**config.mk**
```make
export PLATFORM = sky130hd
export DESIGN_NAME = gray_code_counter
export DESIGN_NICKNAME = d
export VERILOG_FILES = /design/src/rtl/gray_code_counter.sv
export SDC_FILE = /design/constraint.sdc
export NUM_CORES = 1
export LEC_CHECK = 0
export CAP_MARGIN = 20
export CORE_AREA = 2 2 39 41
export CTS_BUF_LIST = sky130_fd_sc_hd__clkbuf_4 sky130_fd_sc_hd__clkbuf_8
export DETAILED_ROUTE_END_ITERATION = 12
export DIE_AREA = 0 0 41 43
export DONT_BUFFER_PORTS = 1
export SYNTH_ARGS = -nofsm -noshare
export SYNTH_HDL_FRONTEND = slang
export SYNTH_SLANG_ARGS = --single-unit
```
**constraint.sdc**
```tcl
create_clock -name clk -period 1.7 [get_ports clk]
set_clock_uncertainty 0.05 [all_clocks]
set_input_delay 0.255 -clock clk [delete_from_list [all_inputs] [get_ports clk]]
set_output_delay 0.255 -clock clk [all_outputs]
set_load 0.01 [all_outputs]
```
**src/rtl/gray_code_counter.sv**
```systemverilog
// rtl/gray_code_counter.sv - N-bit up/down counter with registered Gray and binary outputs
//
// Purpose:
//   Up/down counter whose binary count and Gray-coded image are held in
//   registers updated on the same edge, so the pair never skews. Supports a
//   synchronous binary load, wrap or saturate at the limits, limit flags and
//   a one-cycle wrap pulse.
//
// Ports:
//   clk          in   clock, all state updates on the rising edge
//   rst          in   synchronous active-high reset
//   en           in   count enable, one step per cycle while high
//   up_dn        in   direction, 1 = increment, 0 = decrement
//   load         in   synchronous load strobe (beats en)
//   load_value   in   binary value to load
//   gray_value   out  registered Gray code of binary_count
//   binary_count out  registered binary count
//   wrap         out  registered one-cycle pulse on a wrap event
//   at_max       out  binary_count is all-ones
//   at_min       out  binary_count is zero

module gray_code_counter #(
    parameter int N    = 4,
    parameter bit WRAP = 1'b1
) (
    input  logic         clk,
    input  logic         rst,
    input  logic         en,
    input  logic         up_dn,
    input  logic         load,
    input  logic [N-1:0] load_value,
    output logic [N-1:0] gray_value,
    output logic [N-1:0] binary_count,
    output logic         wrap,
    output logic         at_max,
    output logic         at_min
);

    localparam logic [N-1:0] CNT_MAX = '1;
    localparam logic [N-1:0] CNT_MIN = '0;
    localparam logic [N-1:0] CNT_ONE = N'(1);

    logic [N-1:0] next_bin;
    logic         next_wrap;

    function automatic logic [N-1:0] bin2gray(input logic [N-1:0] b);
        return b ^ (b >> 1);
    endfunction

    // Next-state selection: load > en > hold (reset handled in the register).
    always_comb begin
        next_bin  = binary_count;
        next_wrap = 1'b0;
        if (load) begin
            next_bin = load_value;
        end else if (en) begin
            if (up_dn) begin
                if (binary_count != CNT_MAX) begin
                    next_bin = binary_count + CNT_ONE;
                end else if (WRAP) begin
                    next_bin  = CNT_MIN;
                    next_wrap = 1'b1;
                end
            end else begin
                if (binary_count != CNT_MIN) begin
                    next_bin = binary_count - CNT_ONE;
                end else if (WRAP) begin
                    next_bin  = CNT_MAX;
                    next_wrap = 1'b1;
                end
            end
        end
    end

    // Gray register is loaded from the same next value as the binary
    // register, which keeps the two in lock-step every cycle.
    always_ff @(posedge clk) begin
        if (rst) begin
            binary_count <= '0;
            gray_value   <= '0;
            wrap         <= 1'b0;
        end else begin
            binary_count <= next_bin;
            gray_value   <= bin2gray(next_bin);
            wrap         <= next_wrap;
        end
    end

    assign at_max = (binary_count == CNT_MAX);
    assign at_min = (binary_count == CNT_MIN);

endmodule

```
* Word-level counts from Yosys, hierarchy flattened
Index checks and enable logic that the tools add are counted.
** Storage, ports and cells
- Flip-flop bits (word level) :: 9
- Input bits :: 9
** Cells by class
- Reductions and logical operators :: 3
- Equality and inequality tests :: 2
- Bitwise logic cells :: 2
- Multiplexer cells :: 8
- $add $sub $neg :: 2
** Operators with widths (count)
- $mux W4 :: 5
- $add A4 B1 Y4 const B :: 1
- $eq A4 B4 Y1 const B :: 1
- $logic_not A4 Y1 :: 1
- $ne A4 B4 Y1 const B :: 1
- $reduce_bool A4 Y1 :: 1
- $sub A4 B1 Y4 const B :: 1
- $xor A4 B3 Y4 :: 1
- $mux W1 :: 3
- $reduce_or A3 Y1 :: 1
- $not A1 Y1 :: 1

* Depth between registers and ports, before layout
- Depth in word-level cells :: 6
- Depth in mapped cells :: 7

* Worst setup path after synthesis
No wires, ideal clock.
- Path kind :: register -> register
- Start :: register binary_count[0]
- End :: register gray_value[2]
- Setup time :: 0.121 ns
- Setup slack :: -0.146 ns
- Path buffers :: 0
- Stages on the path, launching flop included :: 7
- Arrival time :: 1.675 ns
- Cell sequence :: dfxtp_1 -> inv_2 -> ha_1 -> o21bai_1 -> a221oi_1 -> o41ai_4 -> mux2_4
** Between the ends
- Longest elaborated chain between the ends :: 6
- Elaborated cells on any way between the ends :: 10
- Classes of those cells :: add/sub: 2; eq/ne: 1; mux: 5; bitwise: 1; reduce/logical: 1
** Ends and longest elaborated chain
- start: declaration :: RTL line 33 : output logic [N-1:0] binary_count,
- start signal: assignment :: RTL line 83 : binary_count <= next_bin;
- $sub A4 B1 Y4, or another cell as far along :: RTL line 66 : next_bin = binary_count - CNT_ONE;
- $mux W4, on equally long branches :: RTL line 65, 58
- $mux W4 (*) :: RTL line 57 : if (up_dn) begin
- $mux W4 (*) :: RTL line 56 : end else if (en) begin
- $mux W4 (*) :: RTL line 54 : if (load) begin
- $xor A4 B3 Y4 (*) :: RTL line 47 : return b ^ (b >> 1);
- end signal: assignment :: RTL line 84 : gray_value <= bin2gray(next_bin);
- end: declaration :: RTL line 32 : output logic [N-1:0] gray_value,
Every way passes the cells marked *; elsewhere a longest branch is shown, timed or not.
A chain may end at the register's enable or synchronous reset.

* Worst setup path after layout
- Start :: register binary_count[1]
- End :: register gray_value[2]
Same word-level chain as after synthesis.

==> impl_metrics.yaml <==
status:
  outcome: "finished, violations left"
  violations: "negative setup slack"
setup_path:
  rrSetupSlack_ns: -0.01
  path_cells: "inv_4, ha_4, nor3b_4, o311ai_2, a32o_2, nor2b_4, mux2_4"
  end_kind: "flip-flop"
  slowest_delay_ns: 0.36
  start_kind: "flip-flop"
  reg2regPathDepth: 7
  slowest_stage: "dfxtp_4"
  r2r_end: "gray_value[2]"
  r2r-start: "binary_count[1]"
  worstPathMaxFanout: 4
  crit_required_ns: 1.79
  crit_type: "flip-flop to flip-flop"
  arrival_ns: 1.80
placed_design:
  placed_area_um2: 637
  hpwl_um: 881
  globalplace.congestion: 0.721
  preCtsSetupSlack_ns: -0.0260
  numPortBuffers: 0
sta:
  hold_viol: 0
  period_minus_slack_ns: 1.71
  setup_viol: 1
  maxSlewHeadroom_pct: 78.0
  rsz0062_at_grt: "true"
  layout_setup_ws_ns: -0.0130
  period_share_pct: 101
  slew_viol_final: 0
  tightest_slew_ns: 0.321
  fmax_ghz: 0.584
synth:
  synth_ff_type: "dfxtp_1"
  ys_ff_latch: 8
  postSynthAreaPerCell_um2: 9.31
  syn_area_um2: 531
  synth.distinct_cells: 29
  yosys_warnings: 0
  yosysSeqAreaShare_pct: 30.2
  synth-edff-count: 0
  synthArstFlopShare_pct: 0
  syn_inst: 57
  syn_nets: 69
min_path:
  holdPathEnd: "gray_value[0]"
  hold_class: "input pin to flip-flop"
  hold_path_depth: 1
  worstHoldStart: "rst"
routing:
  antenna_left: 0
  viasPerCell: 5.20
  drt_iter0_markers: 3
  firstDrtPassIters: 2
  routed_wl_mm: 1.23
  post-route-drc-count: 0
  vias: 442
  avgRoutedWirePerCell_um: 14.4
global_route:
  grt_start_max_net_pins: 10
  grt_usage_pct: 15.6
  grt_pass1_wl_mm: 1.86
  grt_overflow_total: 0
  grt_antenna_before_repair: 0
  first_global_vias: 422
cts:
  ctsLongestPathBuffers: 2
  root_buffer: "clkbuf_4"
  ctsHtreeMaxLevel: 1
  clkTransAtPathRegs_ns: 0.06
  clk_latency_ns: 0.25
  cts_buffers: 3
  clkSinkCount: 8
  cts_tree: "yes"
layout:
  area_growth_pct: 32.3
  drive_gt1_share_pct: 43.5
  diodes: 0
  fin_area_um2: 702
  final_nets: 82
  final_common_cell: "buf_4"
  final_cell_mix: "9 x buf_4, 7 x nor2_1, 6 x dfxtp_1"
floorplan:
  dieArea_um2: 1760
  die_y_um: 43
  die_w_um: 41
  ioPinCount: 20
  core_area_um2: 1380
  fp-row-count: 14
  start_util_pct: 38.3
power_and_ir_drop:
  p_per_area_nw_per_um2: 829
  p_leak_nw: 0.309
  peakVddDrop_mv: 0.524
job:
  maxCapViolCount: 0
-- power by group --
part	switching (mW)	total [mW]	leakage, nW	internal [mW]
Clock	0.0669	0.173	0.0184	0.106
Combinational	0.0775	0.178	0.223	0.100
Sequential	0.0242	0.231	0.0675	0.207
-- worst max-delay path, delay by kind of cell, from the launching register on --
family / cells / cell delay (ns)
compound gates: 2 / 0.42
flops: 1 / 0.36
simple gates: 2 / 0.32
mux: 1 / 0.24
fa+ha+maj: 1 / 0.13
buf+inv: 1 / 0.07
-- area by class of cell --
type	count	area, µm²
fill	143	682
multi-input combinational	41	372
sequential	8	168
timing repair buffer	11	88.8
clock buffer	4	30.0
inverter	5	23.8
tap	16	20.0
-- per-stage QoR --
stage                     util [%]  TNS [ns]  std cells  total power, mW  hold slack, ns
after floorplan                  -   -0.0284         57            0.359           0.268
after global placement        46.0   -0.0169         79            0.396           0.270
after detailed placement      46.0   -0.0260         79            0.398           0.272
after CTS                     48.4   -0.0167         83            0.571        0.000489
after global routing          50.7    -0.121         85            0.619         0.00265
final                         50.7   -0.0130         85            0.582          0.0149
-- kinds of logic (layout without fill, tap and decap cells) --
family	count (synthesis)	count (layout)	share of synthesized area [%]
AOI/OAI and AO/OA	11	11	18.6
xor gates and xnor gates	4	4	6.60
adders and majority gates	3	3	7.08
buffers and inverters	8	20	7.07
DFF	8	8	30.2
muxes	5	5	10.4
and+or+nand+nor	18	18	20.1
-- repair_timing --
action	CTS	global route
cloned	0	0
buffers inserted	0	1
endpoints found under the setup margin	1	2
hold buffers	0	1
pin swaps	2	1
resized for setup	1	3
endpoints found under the hold margin	0	3
-- sequential cells by signal (all words and copies together), names as in the netlist --
signal and flops:
wrap 1, binary_count 3, gray_value 4
-- worst max path at each step --
stage | from | to | slack, ns | cells after the start
floorplan | binary_count[1] | gray_value[2] | -0.03 | 7
global placement | binary_count[0] | gray_value[2] | -0.02 | 6
detailed placement | binary_count[0] | gray_value[2] | -0.03 | 6
CTS | binary_count[0] | gray_value[2] | -0.02 | 7
global route | binary_count[0] | gray_value[2] | -0.10 | 7
finish | binary_count[1] | gray_value[2] | -0.01 | 7
-- synthesized netlist by cell type (2+ instances only) --
master,instances,area (µm²)
dfxtp_1,8,160
nor2_1,7,26.3
a21oi_1,4,20.0
mux2i_1,4,40.0
ha_1,3,37.5
inv_2,3,11.3
xnor2_1,3,26.3
buf_4,2,15.0
inv_1,2,7.51
nand2_1,2,7.51
-- per-layer routing --
metal	GRT usage (%)	vias up	wire length [µm]
met5	0	-	0
met4	2.00	0	0
met3	7.85	0	103
met2	23.1	14	574
met1	20.5	207	548
li1	-	221	-
(Power assumes the default switching activity.)
